===== src/rtl/rx_mac_interface_if.sv =====
// Signal bundle for rx_mac_interface: MAC RX stream, buffer write port, commit/read pointers, stats.
// Address width is `BF+1 (defaults to 9 here, giving a 10-bit address).
`ifndef BF
`define BF 9
`endif

interface rx_mac_interface_if;
  logic [63:0]  rx_data;
  logic [7:0]   rx_data_valid;
  logic         rx_good_frame;
  logic         rx_bad_frame;
  logic [`BF:0] wr_addr;
  logic [63:0]  wr_data;
  logic         wr_en;
  logic [`BF:0] commited_wr_addr;
  logic         commited_wr_addr_change;
  logic [`BF:0] commited_rd_addr;
  logic         rd_addr_updated;
  logic [31:0]  frames_received;
  logic [31:0]  frames_dropped;

  modport master (
    output rx_data, rx_data_valid, rx_good_frame, rx_bad_frame,
    output commited_rd_addr, rd_addr_updated,
    input  wr_addr, wr_data, wr_en, commited_wr_addr, commited_wr_addr_change,
    input  frames_received, frames_dropped
  );

  modport slave (
    input  rx_data, rx_data_valid, rx_good_frame, rx_bad_frame,
    input  commited_rd_addr, rd_addr_updated,
    output wr_addr, wr_data, wr_en, commited_wr_addr, commited_wr_addr_change,
    output frames_received, frames_dropped
  );
endinterface


===== src/rtl/rx_mac_interface.sv =====
// MAC RX qword stream into a ring buffer: header qword at sof, data from sof+1, commit on good end.
// Define RX_MAC_STATS_EN to build the frames_received / frames_dropped counters.
`ifndef BF
`define BF 9
`endif

module rx_mac_interface (
  input  logic             clk,
  input  logic             reset_n,
  rx_mac_interface_if.slave bus
);
  // state  | meaning
  // IDLE   | waiting for first data cycle of a frame
  // FRAME  | writing data qwords, counting bytes
  // HEADER | writing header at sof, advancing write pointer
  // DROP   | frame abandoned, waiting for its end pulse
  localparam int AW = `BF + 1;

  typedef enum logic [1:0] {IDLE, FRAME, HEADER, DROP} state_t;
  state_t state, state_nx;

  // wr_ptr stays at sof for the whole frame, so rewinding simply means not moving it
  logic [AW-1:0] wr_ptr, next_addr, wr_target, rd_addr_q, rd_ptr;
  logic [AW-1:0] wr_addr, commited_wr_addr;
  logic [63:0]   wr_data;
  logic          wr_en, commit_chg;
  logic          rd_upd_s1, rd_upd_s2;
  logic [31:0]   byte_cnt;
  logic [9:0]    qcnt;
  logic [3:0]    pop;
  logic          data_cyc, ovf, start, do_write, commit, rewind, hdr_write;

  always_comb begin
    pop = '0;
    for (int i = 0; i < 8; i++) pop = pop + {3'b000, bus.rx_data_valid[i]};
  end

  assign data_cyc = |bus.rx_data_valid;

  always_comb begin
    state_nx  = state;
    wr_target = next_addr;
    ovf       = 1'b0;
    start     = 1'b0;
    do_write  = 1'b0;
    commit    = 1'b0;
    rewind    = 1'b0;
    hdr_write = 1'b0;
    case (state)
      IDLE, FRAME: begin
        if (state == FRAME || data_cyc) begin
          if (state == IDLE) begin
            start     = 1'b1;
            wr_target = wr_ptr + 1'b1;
          end
          ovf      = data_cyc && ((wr_target == rd_ptr) || (state == FRAME && qcnt == 10'h3FF));
          do_write = data_cyc && !ovf && !bus.rx_bad_frame;
          if (bus.rx_bad_frame || (bus.rx_good_frame && ovf)) begin
            rewind   = 1'b1;
            state_nx = IDLE;
          end else if (bus.rx_good_frame) begin
            commit   = 1'b1;
            state_nx = HEADER;
          end else if (ovf) begin
            state_nx = DROP;
          end else begin
            state_nx = FRAME;
          end
        end
      end
      HEADER: begin
        hdr_write = 1'b1;
        state_nx  = IDLE;
      end
      DROP: begin
        if (bus.rx_good_frame || bus.rx_bad_frame) begin
          rewind   = 1'b1;
          state_nx = IDLE;
        end
      end
      default: state_nx = IDLE;
    endcase
  end

  always_ff @(posedge clk or negedge reset_n) begin
    if (!reset_n) begin
      state            <= IDLE;
      wr_ptr           <= '0;
      next_addr        <= '0;
      wr_addr          <= '0;
      wr_data          <= '0;
      wr_en            <= 1'b0;
      commited_wr_addr <= '0;
      commit_chg       <= 1'b0;
      byte_cnt         <= '0;
      qcnt             <= '0;
    end else begin
      state      <= state_nx;
      wr_en      <= do_write | hdr_write;
      commit_chg <= (state == HEADER);
      if (do_write) begin
        wr_addr   <= wr_target;
        wr_data   <= bus.rx_data;
        next_addr <= wr_target + 1'b1;
        qcnt      <= start ? 10'd1 : qcnt + 10'd1;
        byte_cnt  <= (start ? 32'd0 : byte_cnt) + {28'd0, pop};
      end
      // commit is published on the status edge; the header lands one cycle later
      if (commit) commited_wr_addr <= do_write ? wr_target + 1'b1 : next_addr;
      if (hdr_write) begin
        wr_addr <= wr_ptr;
        wr_data <= {byte_cnt, 32'd0};
        wr_ptr  <= commited_wr_addr;
      end
      if (rewind) wr_addr <= wr_ptr;
    end
  end

  always_ff @(posedge clk or negedge reset_n) begin
    if (!reset_n) begin
      rd_upd_s1 <= 1'b0;
      rd_upd_s2 <= 1'b0;
      rd_addr_q <= '0;
      rd_ptr    <= '0;
    end else begin
      rd_upd_s1 <= bus.rd_addr_updated;
      rd_upd_s2 <= rd_upd_s1;
      rd_addr_q <= bus.commited_rd_addr;
      if (rd_upd_s2) rd_ptr <= rd_addr_q;
    end
  end

  assign bus.wr_addr                 = wr_addr;
  assign bus.wr_data                 = wr_data;
  assign bus.wr_en                   = wr_en;
  assign bus.commited_wr_addr        = commited_wr_addr;
  assign bus.commited_wr_addr_change = commit_chg;

`ifdef RX_MAC_STATS_EN
  logic [31:0] rx_cnt, drop_cnt;

  always_ff @(posedge clk or negedge reset_n) begin
    if (!reset_n) begin
      rx_cnt   <= '0;
      drop_cnt <= '0;
    end else begin
      if (commit) rx_cnt <= rx_cnt + 32'd1;
      if (rewind) drop_cnt <= drop_cnt + 32'd1;
    end
  end

  assign bus.frames_received = rx_cnt;
  assign bus.frames_dropped  = drop_cnt;
`else
  assign bus.frames_received = '0;
  assign bus.frames_dropped  = '0;
`endif
endmodule


===== src/flat_wrapper.sv =====
// flat-port wrapper written by rule: the top's interface ports become plain ports
module rx_mac_interface_flat 
  (clk, reset_n, bus_rx_data, bus_rx_data_valid, bus_rx_good_frame, bus_rx_bad_frame, bus_commited_rd_addr, bus_rd_addr_updated, bus_wr_addr, bus_wr_data, bus_wr_en, bus_commited_wr_addr, bus_commited_wr_addr_change, bus_frames_received, bus_frames_dropped);
  rx_mac_interface_if bus_i ();
  input  logic clk;
  input  logic reset_n;
  input wire logic [$bits(bus_i.rx_data)-1:0] bus_rx_data;
  input wire logic [$bits(bus_i.rx_data_valid)-1:0] bus_rx_data_valid;
  input wire logic [$bits(bus_i.rx_good_frame)-1:0] bus_rx_good_frame;
  input wire logic [$bits(bus_i.rx_bad_frame)-1:0] bus_rx_bad_frame;
  input wire logic [$bits(bus_i.commited_rd_addr)-1:0] bus_commited_rd_addr;
  input wire logic [$bits(bus_i.rd_addr_updated)-1:0] bus_rd_addr_updated;
  output wire logic [$bits(bus_i.wr_addr)-1:0] bus_wr_addr;
  output wire logic [$bits(bus_i.wr_data)-1:0] bus_wr_data;
  output wire logic [$bits(bus_i.wr_en)-1:0] bus_wr_en;
  output wire logic [$bits(bus_i.commited_wr_addr)-1:0] bus_commited_wr_addr;
  output wire logic [$bits(bus_i.commited_wr_addr_change)-1:0] bus_commited_wr_addr_change;
  output wire logic [$bits(bus_i.frames_received)-1:0] bus_frames_received;
  output wire logic [$bits(bus_i.frames_dropped)-1:0] bus_frames_dropped;
  assign bus_i.rx_data = bus_rx_data;
  assign bus_i.rx_data_valid = bus_rx_data_valid;
  assign bus_i.rx_good_frame = bus_rx_good_frame;
  assign bus_i.rx_bad_frame = bus_rx_bad_frame;
  assign bus_i.commited_rd_addr = bus_commited_rd_addr;
  assign bus_i.rd_addr_updated = bus_rd_addr_updated;
  assign bus_wr_addr = bus_i.wr_addr;
  assign bus_wr_data = bus_i.wr_data;
  assign bus_wr_en = bus_i.wr_en;
  assign bus_commited_wr_addr = bus_i.commited_wr_addr;
  assign bus_commited_wr_addr_change = bus_i.commited_wr_addr_change;
  assign bus_frames_received = bus_i.frames_received;
  assign bus_frames_dropped = bus_i.frames_dropped;
  rx_mac_interface u_core (.clk(clk), .reset_n(reset_n), .bus(bus_i));
endmodule

===== config.mk =====
export PLATFORM = sky130hd
export DESIGN_NAME = rx_mac_interface_flat
export DESIGN_NICKNAME = d
export VERILOG_FILES = /design/src/rtl/rx_mac_interface_if.sv /design/src/rtl/rx_mac_interface.sv /design/src/flat_wrapper.sv
export SDC_FILE = /design/constraint.sdc
export NUM_CORES = 1
export LEC_CHECK = 0
export ABC_CLOCK_PERIOD_IN_PS = 4300
export CELL_PAD_IN_SITES_DETAIL_PLACEMENT = 0
export CELL_PAD_IN_SITES_GLOBAL_PLACEMENT = 1
export CORE_AREA = 2 2 179 181
export CTS_CLUSTER_SIZE = 20
export DETAILED_ROUTE_END_ITERATION = 8
export DIE_AREA = 0 0 181 183
export HOLD_SLACK_MARGIN = 0.12
export PLACE_DENSITY_LB_ADDON = 0.1
export SYNTH_ARGS = -nofsm -noshare
export SYNTH_HDL_FRONTEND = slang
export SYNTH_SLANG_ARGS = --single-unit

===== constraint.sdc =====
create_clock -name clk -period 4.3 [get_ports clk]
set_input_delay 1.29 -clock clk [delete_from_list [all_inputs] [get_ports clk]]
set_output_delay 1.29 -clock clk [all_outputs]
set_load 0.01 [all_outputs]

; ---- Word level (Yosys, flattened, before mapping)
; Index checks and enable logic that the tools add are counted.
[classes]
add_sub_neg = 11
n_eq_ne = 7
mux = 33
n_bitwise = 1
reduce_logical = 17
[ops]
columns = operator, n
row1 = 64-bit 2-to-1 mux, 2
row2 = 10-bit 2-to-1 mux, 10
row3 = 32-bit by 4-bit adder with 32-bit output, 1
row4 = 32-bit 2-to-1 mux, 1
row5 = "10-bit by 1-bit adder with 10-bit output, second input constant", 3
row6 = 4-bit by 1-bit adder with 4-bit output, 6
row7 = 1-bit 2-to-1 mux, 13
row8 = 10-bit == test, 1
row9 = "10-bit == test, second input constant", 1
row10 = 2-bit 2-to-1 mux, 5
row11 = 8-bit OR reduction, 1
row12 = 2-bit one-hot mux with 3 select lines, 1
row13 = 1-bit logical AND, 5
row14 = "2-bit == test, second input constant", 2
row15 = 1-bit logical OR, 4
row16 = "2-bit by 1-bit inequality test with 1-bit output, second input constant", 2
row17 = 3-bit nonzero test, 1
row18 = 1-bit by 1-bit adder with 2-bit output, 1
row19 = "2-bit by 1-bit == test with 1-bit output, second input constant", 1
row20 = 1-bit logical NOT, 2
row21 = 2-bit logical NOT, 1
row22 = 1-bit one-hot mux with 2 select lines, 1
row23 = 2-bit AND reduction, 1
row24 = 2-bit nonzero test, 1
row25 = other kinds (2), 2
[word_totals]
reg_bits = 172
in_bits = 87
out_inout_bits = 150
elab_cells = 83

; ---- Logic depth before layout (Yosys ltp)
[depth]
word_depth = 15
ltp_mapped = 18
depth_no_buf = 18

; ---- Worst setup path before layout
; OpenSTA, ideal clock, no wires.
[synth_path]
kind = input -> register
startpoint = input bus_rx_data_valid[0]
endpoint = register u_core.byte_cnt[29]
setup_ps = 80
arrival_ps = 5282
required_time_ps = 4220
slack_ps = -1062
path_stages = 17
cell_sequence = inv_1 ha_1 inv_1 fa_1 fa_1 fa_1 inv_1 fa_1 ha_1 a21o_1 a21o_1 a21oi_1 nor4b_2 nor2b_1 nand3_1 nor4_1 xnor2_1
[synth_between]
elab_chain_cells = 8
word_cells_on_any_way = 19
cone_classes = 8 x add/sub / 5 x mux / 6 x reduce/logical
[synth_rtl]
columns = element, line
row1 = "start, declared", flat_wrapper.sv:8  ; input wire logic [$bits(bus_i.rx_data_valid)-1:0] bus_rx_data_valid;
row2 = 1-bit by 1-bit adder with 2-bit output, rx_mac_interface.sv:35  ; for (int i = 0; i < 8; i++) pop = pop + {3'b000, bus.rx_data_valid[i]};
row3 = 4-bit by 1-bit adder with 4-bit output (6 in series), rx_mac_interface.sv:35
row4 = 32-bit by 4-bit adder with 32-bit output, rx_mac_interface.sv:106  ; byte_cnt <= (start ? 32'd0 : byte_cnt) + {28'd0, pop};
row5 = "end signal, assigned", rx_mac_interface.sv:106
row6 = "end, declared", rx_mac_interface.sv:28  ; logic [31:0] byte_cnt;
; Several ways; a longest one is shown, not always the timed one.
; A chain may end at the register's enable or synchronous reset.

; ---- Worst setup path after layout
[layout_path]
startpoint = input bus_rx_data_valid[1]
endpoint = register u_core.byte_cnt[19]
; The elaborated chain is that of the path after synthesis.

==> qor.csv <==
stage;metric;value;unit
synthesis;syn avg cell area;9.17;µm²
pwr;Clock power frac;29.3;%
route;DRC;0;
worst_setup_path;Setup crit end kind;register;
floorplan;cell row count;65;
worst_setup_path;Reg-to-Reg Start;u_core.wr_ptr[1]$_DFFE_PN0P_;
synthesis;Ys Warns;0;
floorplan;Starting Density;29.7;%
final_layout;most frequent cells in the layout;nand2_1, dfrtp_1, clkdlybuf4s50_1;
global_route;antenna violations before repair;0;
pwr;sw power;1.85;mW
pwr;switching part of the total power;33.6;%
floorplan;Die Y-Extent;183;µm
sta;Period minus WS final;4.82;ns
pwr;Internal Power;3.66;mW
synthesis;Area contributors post-synth;dfrtp_1, nand2_1, buf_4;
cts;Sink Count;172;
sta;final worst slack;-0.516;ns
synthesis;Main synth FF type;dfrtp_1;
worst_setup_path;startpoint types;input pin;
worst_setup_path;Arrival @ worst endpoint;5.13;ns
global_route;gr usage total;16.2;%
worst_setup_path;CP required;4.62;ns
pwr;Peak supply drop;0.322;mV
cts;H-tree Lvls;4;
synthesis;Syn Std Cell Area;0.00927;mm²
synthesis;Synth top area share;46.4;%
sta;Fin. Hold Viols;0;
place;DP HPWL;17900;µm
pwr;sequential share of power;39.5;%
final_layout;Area Overhead vs Synth;34.9;%
synthesis;Post-Synth Adder-Cell Area;2.56;%
floorplan;io pins;237;
route;Pre-antenna DRT Iters;4;
flow_run;total of max-cap violations;0;
cts;Root Buffer;clkbuf_16;
cts;worst skew pair latency;0.44;ns
route;Via density;4.69;
synthesis;synthesis-stage register bit count;172;
sta;Setup TNS Final;-11.39;ns
sta;highest clock rate;208;MHz
global_route;remaining global-route overflow;0;
final_layout;Multi-input gate area;0.00459;mm²
outcome;failing checks;setup timing;
final_layout;share of cells above drive strength 1;15.4;%
global_route;first-pass GRT wire length;42600;µm
sta;crit share post-route;112;%
cts;Clk pin slew, worst setup/hold paths;0.08;ns
worst_setup_path;Setup CP Type;in -> reg;
hold_path;min-delay src;u_core.rd_upd_s1$_DFF_PN0_;
sta;final setup fails;28;
synthesis;largest family of logic cells by synthesized area;simple AND/OR/NAND/NOR gates;
cts;Num CTS Buffers;17;
final_layout;most common cell after layout, fill and taps aside;nand2_1;
route;DRT iter0 DRCs;373;
pwr;Pwr Density;441;mW/mm²
sta;Max-slew headroom;50.2;%
synthesis;Syn Inst Count;1011;
synthesis;ys async rst share;100;%
sta;worst slew pin tran;0.746;ns
global_route;number of global-route vias before repair;7643;
synthesis;post-synthesis xor/xnor area fraction;4.25;%
final_layout;# diodes;0;
worst_setup_path;Worst setup startpoint;bus_rx_data_valid[1];
synthesis;Post-synth EDFFs;0;
route;routed len/inst;16.3;µm
route;via count;7622;
synthesis;post-synth top area cell;dfrtp_1;
place;Placer Congestion;0.804;
sta;max-slew violations;0;
route;DRT antenna net count;0;
final_layout;Sequential Area;0.00430;mm²
worst_setup_path;crit path max fanout;4;
final_layout;post-layout util;40.0;%
floorplan;Die W;181;µm
place;port bufs;172;
floorplan;DIE AREA;0.0331;mm²
global_route;largest net degree at the start of global routing;68;
sta;RSZ-0062 raised after global routing;yes;
synthesis;Seq/Total Area, Yosys;46.4;%
route;total routed wirelength;26500;µm
pwr;Comb pwr share;31.2;%
synthesis;post-synth cell types;65;
synthesis;multiplexer area fraction after synthesis;5.48;%
pwr;LEAKAGE;5.68;nW
synthesis;Compound-Gate Fraction of Synth Area;11.3;%
cts;CTS Buffer Depth;2;
final_layout;fillcell total;3186;
synthesis;simple-gate portion of the synthesized area;20.2;%
floorplan;core box area;0.0312;mm²
sta;Final Skew;0.0191;ns
hold_path;hold crit path type;reg -> reg;
outcome;status;complete, but fails checks;
cts;TritonCTS clock tree;yes;
final_layout;Layout Nets;1315;
[what timing repair did]
item | 4_1_cts | 5_1_grt
pin swaps | 34 | 28
hold buffers | 0 | 0
setup buffers | 8 | 7
gates resized for setup | 34 | 18
endpoints found under the hold margin | 0 | 0
setup endpoints to repair | 31 | 28
[routing by layer]
layer	track usage (%)	part of all wire (%)	vias to the layer above
met2	28.5	50	132
met4	3.84	1.1	0
met1	20.8	45	3736
met5	0	0	-
li1	-	-	3732
met3	2.76	3.1	22
[critical path, cell delays in order]
cell and delay (ns):
buf_8 0.09, inv_8 0.03, ha_4 0.24, inv_2 0.03, fa_1 0.49, fa_1 0.43, fa_2 0.35, inv_2 0.08
fa_2 0.47, ha_4 0.22, a21o_1 0.15, a21o_1 0.18, a21oi_2 0.20, nor4b_4 0.06, buf_4 0.16, buf_12 0.12
buf_6 0.11, buf_6 0.12, nand2_2 0.05, mux2i_1 0.17, a21oi_1 0.08
[flip-flops by register name, indices dropped and copies added (netlist names), 10 cells and up]
signal                       cells
u_core.bus.wr_data              64
u_core.rd_addr_q                10
u_core.bus.commited_wr_addr     10
u_core.rd_ptr                   10
u_core.wr_ptr                   10
u_core.next_addr                10
u_core.bus.wr_addr              10
u_core.qcnt                     10
u_core.byte_cnt                 32
[logic make-up after synthesis]
family	count (synthesis)
flip-flops	172
AO/OA/AOI/OAI	163
XOR/XNOR	45
buffers and inverters	155
other	1
multiplexers	47
AND/OR/NAND/NOR	412
adder cells (fa/ha/maj)	16
[cells in the mapped netlist, types with 20 or more instances]
| cell | count |
|---|---|
| a21oi_1 | 37 |
| a31oi_1 | 38 |
| buf_2 | 20 |
| buf_4 | 68 |
| clkbuf_1 | 29 |
| dfrtp_1 | 172 |
| inv_1 | 28 |
| mux2_2 | 26 |
| mux2i_1 | 20 |
| nand2_1 | 206 |
| nand3_1 | 54 |
| nor2_1 | 63 |
| o21ai_0 | 39 |
| xnor2_1 | 27 |
[power groups by stage]
stage,clock network [mW],registers (mW),logic (mW)
after global placement,0,2.21,1.72
after detailed placement,0,2.21,1.71
after floorplan,0,2.17,0.947
after global routing,1.73,2.22,1.90
final,1.61,2.18,1.72
after CTS,1.67,2.18,1.75
[stage by stage]
stage | hold WS [ns] | worst slack [ns] | power, mW | cells | area (µm²)
after floorplan | 0.331 | -0.776 | 3.11 | 1074 | 9650
after detailed placement | 0.336 | -1.50 | 3.92 | 1580 | 11600
after CTS | 0.354 | -0.678 | 5.60 | 1619 | 12300
after global placement | 0.335 | -1.49 | 3.93 | 1580 | 11600
final | 0.359 | -0.516 | 5.51 | 1626 | 12500
after global routing | 0.361 | -0.620 | 5.86 | 1626 | 12500
[path summary, 6_finish.rpt]
kind | to | slack [ns] | cells after the start
min | u_core.rd_upd_s2$_DFF_PN0_ | 0.36 | 0
min reg2reg | u_core.rd_upd_s2$_DFF_PN0_ | 0.36 | 0
min in group asynchronous | u_core.bus.wr_data[40]$_DFFE_PN0P_ | 0.84 | 1
max in group asynchronous | u_core.bus.wr_data[4]$_DFFE_PN0P_ | 2.68 | 2
max | u_core.byte_cnt[19]$_DFFE_PN0N_ | -0.52 | 21
max reg2reg | u_core.bus.wr_addr[9]$_DFFE_PN0P_ | 0.60 | 11
[area by class of cell]
class                   count  area share [%]
flip-flops and latches    172            34.4
inverters                  28           0.940
clock buffers              18            3.43
clock inverters            13            1.24
multi-input cells         747            36.7
well taps                 402            4.02
repair buffers            246            19.2
Note: power is estimated with default switching activity, not from simulation.
